[src/rtl/adr_sequencer_pkg.sv]
// adr_pkg: address-maker select codes and sequencer state enumeration.
// These select codes are the same ones the address maker decodes.
package adr_pkg;

    typedef enum logic [2:0] {
        adr_none = 3'd0,
        adr_rt   = 3'd1,
        adr_rg   = 3'd2,
        adr_wt   = 3'd3,
        adr_wg   = 3'd4
    } adr_sel_e;

    typedef enum logic [3:0] {
        st_idle,
        st_rd_t,
        st_wait_t,
        st_rd_g,
        st_wait_g,
        st_alu,
        st_wr,
        st_next,
        st_done
    } seq_state_e;

    // Width of the memory-latency counter. MEM_LAT is at most 7.
    localparam int LAT_W = 3;

endpackage

[src/rtl/adr_sequencer_if.sv]
// adr_sequencer_if: control/status bundle of the address sequencer.
//   slave  : sequencer side (takes start/abort/alu_done, drives the rest)
//   master : controller/bench side
import adr_pkg::*;

interface adr_sequencer_if #(parameter int PIX_W = 14);
    logic             start;
    logic             abort;
    logic             alu_done;
    adr_sel_e         SEL;
    logic             TOG_inc;
    logic             QUAD_inc;
    logic             mem_re;
    logic             mem_we;
    logic             alu_start;
    logic [1:0]       quad;
    logic [PIX_W-1:0] pix;
    logic             busy;
    logic             done;

    modport slave (
        input  start, abort, alu_done,
        output SEL, TOG_inc, QUAD_inc, mem_re, mem_we, alu_start,
               quad, pix, busy, done
    );

    modport master (
        output start, abort, alu_done,
        input  SEL, TOG_inc, QUAD_inc, mem_re, mem_we, alu_start,
               quad, pix, busy, done
    );
endinterface

[src/rtl/adr_sequencer_lat_timer.sv]
// seq_lat_timer: memory read latency counter.
//   load   : arm the counter so that expire is reached after MEM_LAT cycles
//   dec    : count down one step (saturates at zero)
//   clr    : synchronous clear
//   expire : counter is at zero (the current wait cycle is the last one)
import adr_pkg::*;

module seq_lat_timer #(
    parameter int MEM_LAT = 2
) (
    input  logic in_Clock,
    input  logic in_Reset_n,
    input  logic clr,
    input  logic load,
    input  logic dec,
    output logic expire
);
    logic [LAT_W-1:0] cnt;

    always_ff @(posedge in_Clock or negedge in_Reset_n) begin
        if (!in_Reset_n)
            cnt <= '0;
        else if (clr)
            cnt <= '0;
        else if (load)
            // The first wait cycle already counts, hence MEM_LAT-1.
            cnt <= LAT_W'(MEM_LAT - 1);
        else if (dec && cnt != '0)
            cnt <= cnt - 1'b1;
    end

    assign expire = (cnt == '0);
endmodule

[src/rtl/adr_sequencer.sv]
// adr_sequencer: per-pixel read T / read G / ALU / write sequencer over
// four quadrants of PIX_PER_QUAD pixels.
//   in_Clock, in_Reset_n : clock, async active-low reset
//   bus (slave)          : start/abort/alu_done in; SEL, strobes, quad,
//                          pix, busy, done out (all registered)
import adr_pkg::*;

module adr_sequencer #(
    parameter int PIX_W        = 14,
    parameter int PIX_PER_QUAD = 16384,
    parameter int MEM_LAT      = 2
) (
    input  logic            in_Clock,
    input  logic            in_Reset_n,
    adr_sequencer_if.slave  bus
);
    localparam logic [PIX_W-1:0] PIX_LAST = PIX_W'(PIX_PER_QUAD - 1);

    seq_state_e       state, state_n;
    logic [1:0]       quad_q, quad_n;
    logic [PIX_W-1:0] pix_q, pix_n;
    logic             lat_clr, lat_load, lat_dec, lat_exp;

    // Registered outputs and their next values.
    adr_sel_e sel_q, sel_n;
    logic     re_q, re_n, we_q, we_n, as_q, as_n;
    logic     qi_q, qi_n, ti_q, ti_n, busy_q, busy_n, done_q, done_n;

    seq_lat_timer #(.MEM_LAT(MEM_LAT)) u_lat (
        .in_Clock   (in_Clock),
        .in_Reset_n (in_Reset_n),
        .clr        (lat_clr),
        .load       (lat_load),
        .dec        (lat_dec),
        .expire     (lat_exp)
    );

    // Next state, counters and timer control.
    always_comb begin
        state_n  = state;
        quad_n   = quad_q;
        pix_n    = pix_q;
        lat_clr  = 1'b0;
        lat_load = 1'b0;
        lat_dec  = 1'b0;
        if (bus.abort) begin
            state_n = st_idle;
            quad_n  = '0;
            pix_n   = '0;
            lat_clr = 1'b1;
        end else begin
            case (state)
                st_idle:   if (bus.start) begin
                               state_n = st_rd_t;
                               quad_n  = '0;
                               pix_n   = '0;
                           end
                st_rd_t:   begin state_n = st_wait_t; lat_load = 1'b1; end
                st_wait_t: if (lat_exp) state_n = st_rd_g; else lat_dec = 1'b1;
                st_rd_g:   begin state_n = st_wait_g; lat_load = 1'b1; end
                st_wait_g: if (lat_exp) state_n = st_alu; else lat_dec = 1'b1;
                st_alu:    if (bus.alu_done) state_n = st_wr;
                st_wr:     state_n = st_next;
                st_next:   if (pix_q != PIX_LAST) begin
                               pix_n   = pix_q + 1'b1;
                               state_n = st_rd_t;
                           end else begin
                               pix_n   = '0;
                               quad_n  = quad_q + 2'd1;   // 3 wraps to 0
                               state_n = (quad_q == 2'd3) ? st_done : st_rd_t;
                           end
                st_done:   state_n = st_idle;
                default:   state_n = st_idle;
            endcase
        end
    end

    // Outputs are decoded from the state being entered and registered,
    // so each one is valid for exactly the cycle spent in that state.
    always_comb begin
        sel_n = adr_none;
        case (state_n)
            st_rd_t: sel_n = adr_rt;
            st_rd_g: sel_n = adr_rg;
            st_wr:   sel_n = quad_n[0] ? adr_wg : adr_wt;
            default: sel_n = adr_none;
        endcase
        re_n   = (state_n == st_rd_t) || (state_n == st_rd_g);
        we_n   = (state_n == st_wr);
        as_n   = (state_n == st_alu) && (state != st_alu);
        // pix/quad are stable on the way into NEXT, so the wrap decision
        // can be taken one cycle early.
        qi_n   = (state_n == st_next) && (pix_q == PIX_LAST);
        ti_n   = qi_n && (quad_q != 2'd3);
        busy_n = (state_n != st_idle);
        done_n = (state_n == st_done);
    end

    always_ff @(posedge in_Clock or negedge in_Reset_n) begin
        if (!in_Reset_n) begin
            state  <= st_idle;
            quad_q <= '0;
            pix_q  <= '0;
            sel_q  <= adr_none;
            re_q   <= 1'b0;
            we_q   <= 1'b0;
            as_q   <= 1'b0;
            qi_q   <= 1'b0;
            ti_q   <= 1'b0;
            busy_q <= 1'b0;
            done_q <= 1'b0;
        end else begin
            state  <= state_n;
            quad_q <= quad_n;
            pix_q  <= pix_n;
            sel_q  <= sel_n;
            re_q   <= re_n;
            we_q   <= we_n;
            as_q   <= as_n;
            qi_q   <= qi_n;
            ti_q   <= ti_n;
            busy_q <= busy_n;
            done_q <= done_n;
        end
    end

    assign bus.SEL       = sel_q;
    assign bus.mem_re    = re_q;
    assign bus.mem_we    = we_q;
    assign bus.alu_start = as_q;
    assign bus.QUAD_inc  = qi_q;
    assign bus.TOG_inc   = ti_q;
    assign bus.quad      = quad_q;
    assign bus.pix       = pix_q;
    assign bus.busy      = busy_q;
    assign bus.done      = done_q;
endmodule

[src/flat_wrapper.sv]
// flat-port wrapper written by rule: the top's interface ports become plain ports
module adr_sequencer_flat 
#(
    parameter int PIX_W        = 14,
    parameter int PIX_PER_QUAD = 16384,
    parameter int MEM_LAT      = 2
)
  (in_Clock, in_Reset_n, bus_start, bus_abort, bus_alu_done, bus_SEL, bus_TOG_inc, bus_QUAD_inc, bus_mem_re, bus_mem_we, bus_alu_start, bus_quad, bus_pix, bus_busy, bus_done);
  adr_sequencer_if #(.PIX_W(PIX_W)) bus_i ();
  input  logic in_Clock;
  input  logic in_Reset_n;
  input wire logic [$bits(bus_i.start)-1:0] bus_start;
  input wire logic [$bits(bus_i.abort)-1:0] bus_abort;
  input wire logic [$bits(bus_i.alu_done)-1:0] bus_alu_done;
  output wire logic [$bits(bus_i.SEL)-1:0] bus_SEL;
  output wire logic [$bits(bus_i.TOG_inc)-1:0] bus_TOG_inc;
  output wire logic [$bits(bus_i.QUAD_inc)-1:0] bus_QUAD_inc;
  output wire logic [$bits(bus_i.mem_re)-1:0] bus_mem_re;
  output wire logic [$bits(bus_i.mem_we)-1:0] bus_mem_we;
  output wire logic [$bits(bus_i.alu_start)-1:0] bus_alu_start;
  output wire logic [$bits(bus_i.quad)-1:0] bus_quad;
  output wire logic [$bits(bus_i.pix)-1:0] bus_pix;
  output wire logic [$bits(bus_i.busy)-1:0] bus_busy;
  output wire logic [$bits(bus_i.done)-1:0] bus_done;
  assign bus_i.start = bus_start;
  assign bus_i.abort = bus_abort;
  assign bus_i.alu_done = bus_alu_done;
  assign bus_SEL = bus_i.SEL;
  assign bus_TOG_inc = bus_i.TOG_inc;
  assign bus_QUAD_inc = bus_i.QUAD_inc;
  assign bus_mem_re = bus_i.mem_re;
  assign bus_mem_we = bus_i.mem_we;
  assign bus_alu_start = bus_i.alu_start;
  assign bus_quad = bus_i.quad;
  assign bus_pix = bus_i.pix;
  assign bus_busy = bus_i.busy;
  assign bus_done = bus_i.done;
  adr_sequencer #(.PIX_W(PIX_W), .PIX_PER_QUAD(PIX_PER_QUAD), .MEM_LAT(MEM_LAT)) u_core (.in_Clock(in_Clock), .in_Reset_n(in_Reset_n), .bus(bus_i));
endmodule
[config.mk]
export PLATFORM = sky130hd
export DESIGN_NAME = adr_sequencer_flat
export DESIGN_NICKNAME = d
export VERILOG_FILES = /design/src/rtl/adr_sequencer_pkg.sv /design/src/rtl/adr_sequencer_if.sv /design/src/rtl/adr_sequencer_lat_timer.sv /design/src/rtl/adr_sequencer.sv /design/src/flat_wrapper.sv
export SDC_FILE = /design/constraint.sdc
export NUM_CORES = 1
export LEC_CHECK = 0
export BUFFER_PORTS_ARGS = -buffer_cell sky130_fd_sc_hd__buf_2
export CORE_MARGIN = 8
export CORE_UTILIZATION = 50
export DETAILED_ROUTE_END_ITERATION = 16
export HOLD_SLACK_MARGIN = 0.06
export MAX_ROUTING_LAYER = met4
export PLACE_DENSITY = 0.73
export SYNTH_ARGS = -nofsm -noshare
export SYNTH_HDL_FRONTEND = slang
export SYNTH_SLANG_ARGS = --single-unit
[constraint.sdc]
create_clock -name in_Clock -period 2.2 [get_ports in_Clock]
set_clock_uncertainty 0.05 [all_clocks]
set_input_delay 0.11 -clock in_Clock [delete_from_list [all_inputs] [get_ports in_Clock]]
set_output_delay 0.11 -clock in_Clock [all_outputs]
set_load 0.005 [all_outputs]
## Word-level counts from Yosys, hierarchy flattened

Index checks and enable logic that the tools add are counted.

- Latch bits: 0
- RAM bits: 0
- Input bits: 5
- ROM bits: 0
- Memories kept: 0
- Register bits after elaboration: 33

- Add/subtract/negate cells: 3
- Mux-type cells: 27
- Shifts and indexed selects: 0
- Multipliers: 0
- Bitwise gates (word level): 0
- Magnitude comparators: 0
- Reductions and logical operators: 15
- Eq/ne operators: 20
- Divide/modulo/power cells: 0

Operators by type and width:

| operator | number |
|---|---|
| 14-bit 2-to-1 mux | 3 |
| 4-bit one-hot mux with 8 select lines | 1 |
| 4-bit by 3-bit equality test with 1-bit output, second input constant | 7 |
| 4-bit 2-to-1 mux | 7 |
| 14-bit one-hot mux with 2 select lines | 1 |
| 14-bit by 1-bit adder with 14-bit output, second input constant | 1 |
| 14-bit equality test, second input constant | 1 |
| 14-bit != test, second input constant | 1 |
| 4-bit by 2-bit equality test with 1-bit output, second input constant | 3 |
| 3-bit 2-to-1 mux | 4 |
| 3-bit one-hot mux with 3 select lines | 1 |
| 3-bit nonzero test | 3 |
| 4-bit by 1-bit equality test with 1-bit output, second input constant | 2 |
| 1-bit 2-to-1 mux | 6 |
| 2-bit 2-to-1 mux | 3 |
| 3-bit != test, second input constant | 2 |
| 4-bit equality test, second input constant | 1 |
| 1-bit logical AND | 4 |
| 4-bit zero test | 1 |
| 4-bit by 3-bit != test with 1-bit output, second input constant | 1 |
| 2-bit one-hot mux with 2 select lines | 1 |
| 4-bit nonzero test | 1 |
| 2-bit OR reduction | 2 |
| 3-bit zero test | 1 |
| other kinds (7) | 7 |

## Depth between registers and ports, before layout

Gate-level depths: netlist (run 1).

- Depth in word-level cells: 8
- Depth in mapped cells: 7
- Depth with buffers taken out: 7

## Cells and area by module

Synthesis (run 1) repeated with hierarchy kept, for this count alone.

- Cell total of the unflattened synthesis: 183
- Area total of the unflattened synthesis: 1,754.2 sq um

Modules (own cells, without submodules):

| module | cells an instance | seq. area each (sq um) | instances | area each (sq um) |
|---|---|---|---|---|
| adr_sequencer | 164 | 750.7 | 1 | 1,551.5 |
| seq_lat_timer | 19 | 75.1 | 1 | 202.7 |

## Worst setup path after synthesis (run 1)

No wires, ideal clock.

- Kind: reg-to-reg
- From: reg u_core.pix_q[0], in the netlist u_core.bus.pix[0]
- To: reg u_core.sel_q[2], in the netlist u_core.bus.SEL[2]
- Buffers on the path: 0
- Arrival: 1.747 ns
- Period minus slack after synthesis: 1.918 ns
- Setup slack: 0.282 ns
- Required time: 2.028 ns
- Stages on the path, launching flop included: 7
- Cell sequence: dfrtp_1 -> ha_1 -> nand3_2 -> or4_1 -> nand2_1 -> a31oi_2 -> nor2b_1

- Longest elaborated chain between the ends: 6
- Elaborated cells between the ends (all ways): 12

RTL lines:

| element | line | source |
|---|---|---|
| start, declared | adr_sequencer.sv:21 | `logic [PIX_W-1:0] pix_q, pix_n;` |
| start signal, assigned | adr_sequencer.sv:115 | `pix_q <= pix_n;` |
| 14-bit != test | adr_sequencer.sv:64 | `st_next: if (pix_q != PIX_LAST) begin` |
| 2-bit 2-to-1 mux | adr_sequencer.sv:64 |  |
| 2-bit one-hot mux with 2 select lines | adr_sequencer.sv:52 | `case (state)` |
| 2-bit 2-to-1 mux | adr_sequencer.sv:46 | `if (bus.abort) begin` |
| via u_core.quad_n[0] | adr_sequencer.sv:20 | `logic [1:0] quad_q, quad_n;` |
| 3-bit 2-to-1 mux | adr_sequencer.sv:85 | `st_wr: sel_n = quad_n[0] ? adr_wg : adr_wt;` |
| 3-bit one-hot mux with 3 select lines | adr_sequencer.sv:82 | `case (state_n)` |
| via u_core.sel_n[2] | adr_sequencer.sv:25 | `adr_sel_e sel_q, sel_n;` |
| end signal, assigned | adr_sequencer.sv:104 | `sel_q <= adr_none;` |
| end signal, assigned | adr_sequencer.sv:116 | `sel_q <= sel_n;` |
| end, declared | adr_sequencer.sv:25 |  |

The timed path passes the listed nets, and every way through them passes these cells. The select of a mux whose other input is x is not followed.
A chain may end at the register's enable or synchronous reset.

## Final worst setup path (run 1)

- From: reg u_core.pix_q[0], in the netlist u_core.bus.pix[0]
- To: reg u_core.pix_q[11], in the netlist u_core.bus.pix[11]

- Longest elaborated chain between the ends: 4
- Elaborated cells between the ends (all ways): 5

RTL lines:

| element | line |
|---|---|
| 14-bit by 1-bit adder with 14-bit output or 14-bit != test (tied branches) | adr_sequencer.sv:65, adr_sequencer.sv:64 |
| 14-bit 2-to-1 mux * | adr_sequencer.sv:64 |
| 14-bit one-hot mux with 2 select lines * | adr_sequencer.sv:52 |
| 14-bit 2-to-1 mux * | adr_sequencer.sv:46 |

Every way passes the cells marked *; elsewhere a longest branch is shown, timed or not.

==> reports/metrics.json, run 1 <==
{
  "outcome": "completed",
  "cp.depth": 6,
  "grt_max_degree": 34,
  "antenna_found_initial": 0,
  "ys_top_cells_by_area": "sky130_fd_sc_hd__dfrtp_1 (47%), sky130_fd_sc_hd__xnor2_1 (5.0%), sky130_fd_sc_hd__nor2_1 (4.1%), sky130_fd_sc_hd__nor4_4 (3.6%), sky130_fd_sc_hd__nor3_1 (3.4%)",
  "synth.ff_latch_count": 33,
  "grt_overflow_total": 0,
  "holdCritPathClass": "primary input to flop",
  "regToRegStartpoint": "u_core.bus.pix[0]",
  "power.leakage_nw": 0.991,
  "wl_per_cell_um": 14.1,
  "nets": 219,
  "synth_sequential_area_ratio_pct": 47.0,
  "timing_worst_slew_pin_value_ns": 0.713,
  "remaining_drc_errors": 0,
  "syn_to_final_growth_pct": 16.8,
  "net-switching-power_mw": 0.303,
  "dr_total_vias": 1391,
  "core_area_mm2": 0.00336,
  "tritoncts": "done",
  "drtPass1Iterations": 4,
  "routed_via_density": 5.41,
  "final_layout_size_suffix_gt1_share_pct": 25.6,
  "setup_ws_ns": 0.171,
  "worst_ir_drop_vdd_v": 0.000408,
  "critical_path.max_fanout": 5,
  "rr_worst_depth": 6,
  "comb_power_share_pct": 13.3,
  "final_antenna_net_count": 0,
  "syn_inst": 175,
  "synth_common_cells": "sky130_fd_sc_hd__dfrtp_1 (33), sky130_fd_sc_hd__nor2_1 (19), sky130_fd_sc_hd__nand2_1 (16), sky130_fd_sc_hd__nor3_1 (12)",
  "number_of_global_route_vias_before_repair": 1413,
  "net_count_of_the_mapped_netlist": 184,
  "count_of_flip_flops_with_a_built_in_enable_after_synthesis": 0,
  "worstSetupStartpoint": "u_core.bus.pix[0]",
  "slew_viol_final": 0,
  "synthesized_area_mm2": 0.00176,
  "design.die.area_mm2": 0.00567,
  "async_set_or_reset_flop_fraction_in_the_synthesized_netlist_pct": 100,
  "synth_most_common_cell": "sky130_fd_sc_hd__dfrtp_1",
  "clockBufferDepth": 2,
  "yosysWarnings": 0,
  "postSynthAreaPerCell_um2": 10.0,
  "worst_path_dominant_cell_family": "simple AND/OR/NAND/NOR gates",
  "pre_cts_ws_ns": 0.152,
  "netlist-cell-type-count": 48,
  "setup-violations-final": 0,
  "worstPathRequired_ns": 2.37,
  "clk-insertion-delay-late_ns": 0.33,
  "max_freq_mhz": 493,
  "critPathLaunchType": "flop",
  "fin_util_pct": 61.0,
  "numCtsBuffers": 5,
  "fin_tns_setup_ns": 0,
  "boundaryPins": 31,
  "die_boundary_height_um": 75.3,
  "worst_setup_path_endpoint": "u_core.bus.pix[11]",
  "critPathArrivalTime_ns": 2.20,
  "criticalPathCategory": "flop to flop",
  "port_buf_inserts": 30,
  "tot_gr_track_use_pct": 15.3,
  "grt_first_pass_wirelength_mm": 6.54,
  "ctsRootBufferMaster": "sky130_fd_sc_hd__clkbuf_4",
  "unrepaired_setup_endpoints_after_global_routing": "false",
  "synthDominantAreaCellType": "sky130_fd_sc_hd__dfrtp_1",
  "internal-power_mw": 0.963,
  "worst_r2r_endpoint": "u_core.bus.pix[11]",
  "fp.dieW_um": 75.3,
  "end_kind": "flop",
  "cp_slowest_cell": "sky130_fd_sc_hd__or4_1",
  "sequentialPowerShare_pct": 50.1,
  "cts-htree-levels": 2,
  "floorplan.rows": 21,
  "max_capacitance_violation_count": 0,
  "cp_cell_sequence": "ha_1 > nand3_2 > or4_1 > nand2_1 > o21ai_0 > a21o_1",
  "initial_utilization_pct": 52.2,
  "slew-limit-headroom_pct": 52.5,
  "clockPowerShare_pct": 36.6,
  "clock_sinks": 33,
  "synth_flop_cell": "sky130_fd_sc_hd__dfrtp_1",
  "power.switching_fraction_pct": 24.0,
  "cts.clk_slew.worst_paths_ns": 0.09,
  "drt-initial-drc-count": 77,
  "min_period_over_period_pct": 92.2,
  "finalCriticalPeriod_ns": 2.03,
  "timing.reg2reg.setup_slack_ns": 0.17,
  "critical_path.max_stage_delay_ns": 0.62,
  "wirelength_mm": 3.64,
  "gp_congestion": 0.836,
  "num_antenna_cells": 0,
  "hpwl_mm": 2.74,
  "critical_path.n_buffers_inverters": 0,
  "timing.final.hold_violations": 0,
  "synth_top_area_share_pct": 47.0,
  "total_power_mw": 1.27,
  "power.density_cell_area_mw_per_mm2": 617
}
## metrics by stage
stage               instance area (um2)  hold WS [ns]  instances
floorplan                          1760        -0.236        175
global placement                   1940         0.136        247
detailed placement                 1940         0.146        247
CTS                                2050         0.212        257
global route                       2050         0.263        257
finish                             2050         0.208        257
## flip-flops by register name, summed over array words and instances (netlist names)
register              cells
u_core.state              4
u_core.bus.done           1
u_core.bus.SEL            3
u_core.bus.alu_start      1
u_core.bus.QUAD_inc       1
u_core.bus.busy           1
u_core.u_lat.cnt          3
u_core.bus.quad           2
u_core.bus.mem_re         1
u_core.bus.pix           14
u_core.bus.mem_we         1
u_core.bus.TOG_inc        1
## worst min path at each step
stage | end | cells past startpoint | from
6_report | u_core.state[1] | 4 | bus_alu_done
5_1_grt | u_core.state[1] | 4 | bus_alu_done
4_1_cts | u_core.state[1] | 4 | bus_alu_done
3_5_place_dp | u_core.bus.mem_re | 1 | in_Reset_n
3_3_place_gp | u_core.state[0] | 1 | in_Reset_n
2_1_floorplan | u_core.bus.QUAD_inc | 0 | in_Reset_n
## tightest hold or removal path: stages
cell	delay [ns]
sky130_fd_sc_hd__buf_2	0.07
sky130_fd_sc_hd__nand2b_1	0.12
sky130_fd_sc_hd__a21oi_1	0.10
sky130_fd_sc_hd__nor3_1	0.12
## layout by cell type (no fill, tap or decap), drive strengths merged, types with 2 or more instances in the layout
cell type,netlist,routed
buf,6,33
a21oi,3,3
inv,10,10
nor3,15,15
nand2,16,16
a31oi,2,2
and3b,2,2
xnor2,10,10
clkbuf,1,7
or4,2,2
o21ai,11,11
nor2,19,19
dlygate4sd3,0,2
and3,2,2
nand3,4,4
dfrtp,33,33
ha,4,4
and4,2,2
nand4,4,4
nor2b,5,5
nor4,5,5
## logic make-up after synthesis
kind of cell,after synthesis,synth area share (%)
adder cells (fa/ha/maj),5,3.42
buffers and inverters,17,4.56
flip-flops,33,47.0
AND/OR/NAND/NOR,82,28.4
AO/OA/AOI/OAI,27,11.1
XOR/XNOR,11,5.48
## power by group through the flow
stage | clock network [mW] | registers [mW] | logic (mW)
2_1_floorplan | 0 | 0.646 | 0.118
3_3_place_gp | 0 | 0.646 | 0.160
3_5_place_dp | 0 | 0.646 | 0.165
4_1_cts | 0.475 | 0.635 | 0.169
5_1_grt | 0.510 | 0.637 | 0.188
6_report | 0.464 | 0.634 | 0.168
## repair_timing
item	in CTS	in global routing
hold buffers	2	0
endpoints found under the hold margin	38	0
gates resized for setup	0	1
setup buffers	0	0
setup endpoints to repair	0	7
## routing by layer
layer / global-route usage, % / vias up / part of all wire (%)
li1: - / 683 / -
met1: 18.8 / 670 / 47
met2: 23.8 / 33 / 46
met3: 4.26 / 5 / 5.8
met4: 4.69 / 0 / 1.3
met5: - / - / 0
## area by class of cell
type	count	area (um2)
Timing Repair Buffer	35	193
Multi-Input combinational cell	125	853
Clock buffer	7	55.1
Tap cell	46	57.6
Sequential cell	33	826
Fill cell	306	1310
Clock inverter	1	30.0
Inverter	10	37.5
Note: power is estimated with default switching activity, not from simulation.
==> run 2: changes to the inputs <==
Clock period 2.2 ns to 1.92 ns, I/O delays scaled along.
==> reports/metrics.json, run 2 (same netlist as run 1, synthesis figures left out) <==
{
  "largest_register_ffs": 14,
  "drt-initial-drc-count": 124,
  "drtPass1Iterations": 4,
  "power.leakage_nw": 1.06,
  "slew_viol_final": 0,
  "gp_congestion": 0.901,
  "cp_cell_sequence": "nand4_2 > nor4_4 > buf_4 > a21oi_1 > a31oi_2 > nor2b_1",
  "met3_global_route_usage_pct": 4.66,
  "finalCriticalPeriod_ns": 1.89,
  "worst_ir_drop_vdd_v": 0.000291,
  "port_buf_inserts": 30,
  "wl_per_cell_um": 14.6,
  "worstPathRequired_ns": 2.13,
  "regToRegStartpoint": "u_core.bus.pix[7]",
  "layout_commonest_cell": "sky130_fd_sc_hd__dfrtp_1",
  "boundaryPins": 31,
  "grt_most_used_layer": "met2",
  "timing_worst_slew_pin_value_ns": 0.721,
  "wirelength_mm": 3.94,
  "hold_crit_depth": 4,
  "max_capacitance_violation_count": 0,
  "antenna_found_initial": 0,
  "syn_to_final_growth_pct": 23.1,
  "clk-insertion-delay-late_ns": 0.33,
  "clock_sinks": 33,
  "rr_worst_depth": 6,
  "remaining_drc_errors": 0,
  "grt_max_degree": 34,
  "floorplan.rows": 21,
  "number_of_global_route_vias_before_repair": 1489,
  "die_boundary_height_um": 75.3,
  "initial_utilization_pct": 52.2,
  "cts.clk_slew.worst_paths_ns": 0.10,
  "tritoncts": "done",
  "power.density_cell_area_mw_per_mm2": 606,
  "final_antenna_net_count": 0,
  "final.hold.worst_slack_ns": 0.184,
  "unrepaired_setup_endpoints_after_global_routing": "true",
  "tot_gr_track_use_pct": 15.6,
  "setup-violations-final": 0,
  "ctsRootBufferMaster": "sky130_fd_sc_hd__clkbuf_4",
  "max_freq_mhz": 530,
  "cts-htree-levels": 2,
  "critical_path.max_stage_delay_ns": 0.44,
  "cp_slowest_cell": "sky130_fd_sc_hd__dfrtp_1",
  "critPathArrivalTime_ns": 2.09,
  "grt_overflow_total": 0,
  "hpwl_mm": 2.92,
  "global_route.usage.met1_pct": 18.7,
  "core_area_mm2": 0.00336,
  "design.die.area_mm2": 0.00567,
  "fp.dieW_um": 75.3,
  "slew-limit-headroom_pct": 52.0,
  "holdPathEnd": "u_core.state[1]",
  "dr_total_vias": 1474,
  "grt_first_pass_wirelength_mm": 6.61,
  "timing.final.hold_violations": 0,
  "total_power_mw": 1.31,
  "outcome": "completed",
  "holdCritPathClass": "primary input to flop",
  "clockBufferDepth": 2,
  "min_period_over_period_pct": 98.3,
  "end_kind": "flop",
  "numCtsBuffers": 5,
  "num_antenna_cells": 0,
  "critical_path.max_fanout": 4,
  "worst_r2r_endpoint": "u_core.bus.SEL[2]",
  "met2_usage_pct": 23.6,
  "layout.cells.most_common_list": "sky130_fd_sc_hd__dfrtp_1 (33), sky130_fd_sc_hd__buf_2 (30), sky130_fd_sc_hd__nor2_1 (18), sky130_fd_sc_hd__buf_4 (16), sky130_fd_sc_hd__nand2_1 (14)",
  "critPathLaunchType": "flop",
  "fin_util_pct": 64.3,
  "criticalPathCategory": "flop to flop",
  "nets": 232,
  "timing.reg2reg.setup_slack_ns": 0.03,
  "routed_via_density": 5.46,
  "hold_path_startpoint": "bus_alu_done",
  "final_layout_size_suffix_gt1_share_pct": 35.7
}
-- run 2: final cells by class --
cell class	count	area [um2]
inverters	10	37.5
clock inverters	2	10.0
flip-flops and latches	33	826
multi-input cells	125	901
repair buffers	48	290
fillers	295	1200
clock buffers	6	41.3
well taps	46	57.6
-- run 2: how the worst max path moves through the flow --
| stage | cells after the start | end | from |
|---|---|---|---|
| floorplan | 6 | u_core.bus.SEL[2] | u_core.bus.pix[0] |
| global placement | 7 | u_core.bus.SEL[1] | u_core.u_lat.cnt[1] |
| detailed placement | 7 | u_core.bus.SEL[1] | u_core.u_lat.cnt[1] |
| CTS | 7 | u_core.bus.SEL[1] | u_core.u_lat.cnt[1] |
| global route | 6 | u_core.bus.SEL[2] | u_core.bus.pix[11] |
| finish | 6 | u_core.bus.SEL[2] | u_core.bus.pix[7] |
-- run 2: critical path, delay by kind of cell, from the launching register on --
kind / cells / cell delay [ns]
buffers and inverters: 1 / 0.20
AO/OA/AOI/OAI: 2 / 0.31
AND/OR/NAND/NOR: 3 / 0.82
flip-flops: 1 / 0.44
-- run 2: per-layer routing --
metal | wire, um | share of wire (%)
met3 | 229 | 5.8
met1 | 1830 | 47
met4 | 69 | 1.7
met5 | 0 | 0
met2 | 1810 | 46
-- run 2: power by group --
part | switching (mW) | internal, mW
combinational | 0.125 | 0.0910
sequential | 0.0101 | 0.716
clock | 0.228 | 0.139
-- run 2: per-stage QoR --
step	cells	setup slack (ns)	area, um2	TNS [ns]
after floorplan	175	0.00162	1760	0
after global placement	258	0.0594	2030	0
after detailed placement	258	0.0251	2030	0
after CTS	268	0.00330	2100	0
after global routing	270	-0.0690	2160	-0.145
final	270	0.0332	2160	0
-- run 2: what timing repair did --
item	in CTS	in global routing
gates resized for setup	0	15
setup endpoints to repair	0	18
setup buffers	0	2
endpoints found under the hold margin	38	0
hold buffers	2	0
==> run 3: changes to the inputs <==
Clock period 1.92 ns to 1.8 ns, I/O delays scaled along.
==> reports/metrics.json, run 3 (same netlist as run 1, synthesis figures left out) <==
{
  "cts.clk_slew.worst_paths_ns": 0.11,
  "grt_max_degree": 34,
  "tot_gr_track_use_pct": 17.7,
  "fillerInstances": 241,
  "port_buf_inserts": 30,
  "tritoncts": "done",
  "worst_ir_drop_vdd_v": 0.000460,
  "critPathArrivalTime_ns": 2.13,
  "antenna_found_initial": 0,
  "boundaryPins": 31,
  "remaining_drc_errors": 0,
  "number_of_global_route_vias_before_repair": 1642,
  "dr_total_vias": 1632,
  "max_freq_mhz": 522,
  "fp.dieW_um": 75.3,
  "outcome": "finished with violations",
  "critical_path.n_buffers_inverters": 2,
  "place.detailed.instances": 273,
  "max_capacitance_violation_count": 0,
  "final_antenna_net_count": 0,
  "unrepaired_setup_endpoints_after_global_routing": "true",
  "end_kind": "flop",
  "worst_path_dominant_cell_family": "compound AO/OA/AOI/OAI gates",
  "layout.cells.most_common_list": "sky130_fd_sc_hd__buf_4 (39), sky130_fd_sc_hd__dfrtp_1 (31), sky130_fd_sc_hd__buf_2 (30), sky130_fd_sc_hd__nor2_1 (16), sky130_fd_sc_hd__nand2_1 (14)",
  "initial_utilization_pct": 52.2,
  "final_layout_size_suffix_gt1_share_pct": 48.4,
  "timing.final.hold_violations": 0,
  "cts-htree-levels": 2,
  "core_area_mm2": 0.00336,
  "syn_to_final_growth_pct": 43.6,
  "worst_r2r_endpoint": "u_core.bus.SEL[1]",
  "nets": 258,
  "hpwl_mm": 3.19,
  "wirelength_mm": 4.92,
  "timing.reg2reg.setup_slack_ns": -0.11,
  "gp_congestion": 0.884,
  "cp_cell_sequence": "buf_4 > inv_1 > o32a_1 > o221a_2 > or4_1 > o21ai_1",
  "finalCriticalPeriod_ns": 1.91,
  "floorplan.rows": 21,
  "min_period_over_period_pct": 106,
  "grt_first_pass_wirelength_mm": 7.37,
  "timing_worst_slew_pin_value_ns": 0.733,
  "criticalPathCategory": "flop to flop",
  "largest_register_ffs": 14,
  "design.die.area_mm2": 0.00567,
  "drtPass1Iterations": 4,
  "power.leakage_nw": 1.20,
  "holdCritPathClass": "primary input to async pin",
  "grt_overflow_total": 0,
  "wl_per_cell_um": 16.6,
  "slew_viol_final": 0,
  "num_antenna_cells": 0,
  "slew-limit-headroom_pct": 51.2,
  "critical_path.max_fanout": 11,
  "rr_worst_depth": 6,
  "ctsRootBufferMaster": "sky130_fd_sc_hd__clkbuf_4",
  "clock_sinks": 33,
  "critical_path.max_stage_delay_ns": 0.47,
  "die_boundary_height_um": 75.3,
  "violations_in_the_final_reports": "negative setup slack",
  "drt-initial-drc-count": 210,
  "clk-insertion-delay-late_ns": 0.34,
  "setup_ws_ns": -0.114,
  "cp_slowest_cell": "sky130_fd_sc_hd__or4_1",
  "critPathLaunchType": "flop",
  "clockBufferDepth": 2,
  "numCtsBuffers": 5,
  "power.density_cell_area_mw_per_mm2": 593,
  "setup-violations-final": 8,
  "worstPathRequired_ns": 2.01,
  "pre_cts_ws_ns": -0.0990,
  "routed_via_density": 5.51,
  "regToRegStartpoint": "u_core.state[0]",
  "final_instance_count_without_filler_cells": 296,
  "layout_commonest_cell": "sky130_fd_sc_hd__buf_4"
}
[run 3: metrics by stage]
| step | TNS (ns) | hold slack (ns) | instance area [um2] | total power, mW | utilization [%] |
|---|---|---|---|---|---|
| after detailed placement | -0.699 | 0.136 | 2170 | 1.02 | 64.5 |
| after floorplan | 0 | -0.256 | 1790 | 0.934 | - |
| final | -0.425 | 0.282 | 2520 | 1.50 | 75.0 |
| after CTS | -0.169 | 0.289 | 2380 | 1.47 | 70.7 |
| after global routing | -1.57 | 0.303 | 2520 | 1.56 | 75.0 |
| after global placement | -0.0168 | 0.119 | 2170 | 1.01 | 64.5 |
[run 3: layout make-up]
cell class | instances | area (um2) | area share, %
clock buffers | 5 | 37.5 | 1.49
clock inverters | 3 | 17.5 | 0.694
inverters | 10 | 37.5 | 1.49
multi-input cells | 126 | 1060 | 42.0
flip-flops and latches | 33 | 828 | 32.8
well taps | 46 | 57.6 | 2.28
repair buffers | 73 | 485 | 19.2
[run 3: how the worst max path moves through the flow]
stage,startpoint,end,slack [ns],cells past startpoint
6_report,u_core.state[0],u_core.bus.SEL[1],-0.11,6
5_1_grt,u_core.state[1],u_core.bus.SEL[1],-0.15,6
4_1_cts,u_core.state[1],u_core.bus.pix[12],-0.07,5
3_5_place_dp,u_core.state[1],u_core.bus.pix[5],-0.1,5
3_3_place_gp,u_core.bus.pix[1],u_core.bus.SEL[0],-0.02,6
2_1_floorplan,u_core.bus.pix[1],u_core.bus.SEL[2],0.005,6
[run 3: what timing repair did]
| action | in CTS | in global routing |
|---|---|---|
| endpoints found under the setup margin | 22 | 28 |
| resized for setup | 21 | 25 |
| hold buffers | 2 | 0 |
| cloned | 1 | 0 |
| pin swaps | 8 | 12 |
| buffers inserted | 6 | 6 |
| endpoints found under the hold margin | 39 | 0 |
[run 3: power by group]
part | switching [mW] | internal (mW)
Sequential | 0.0119 | 0.764
Combinational | 0.171 | 0.137
Clock | 0.264 | 0.147
Total | 0.447 | 1.05
[run 3: metal layers]
layer / routed length (um) / vias up / track usage, %
met4: 90 / 0 / 8.96
met1: 2020 / 790 / 20.0
met2: 2490 / 65 / 27.4
li1: - / 767 / -
met3: 324 / 10 / 5.73
met5: 0 / - / -
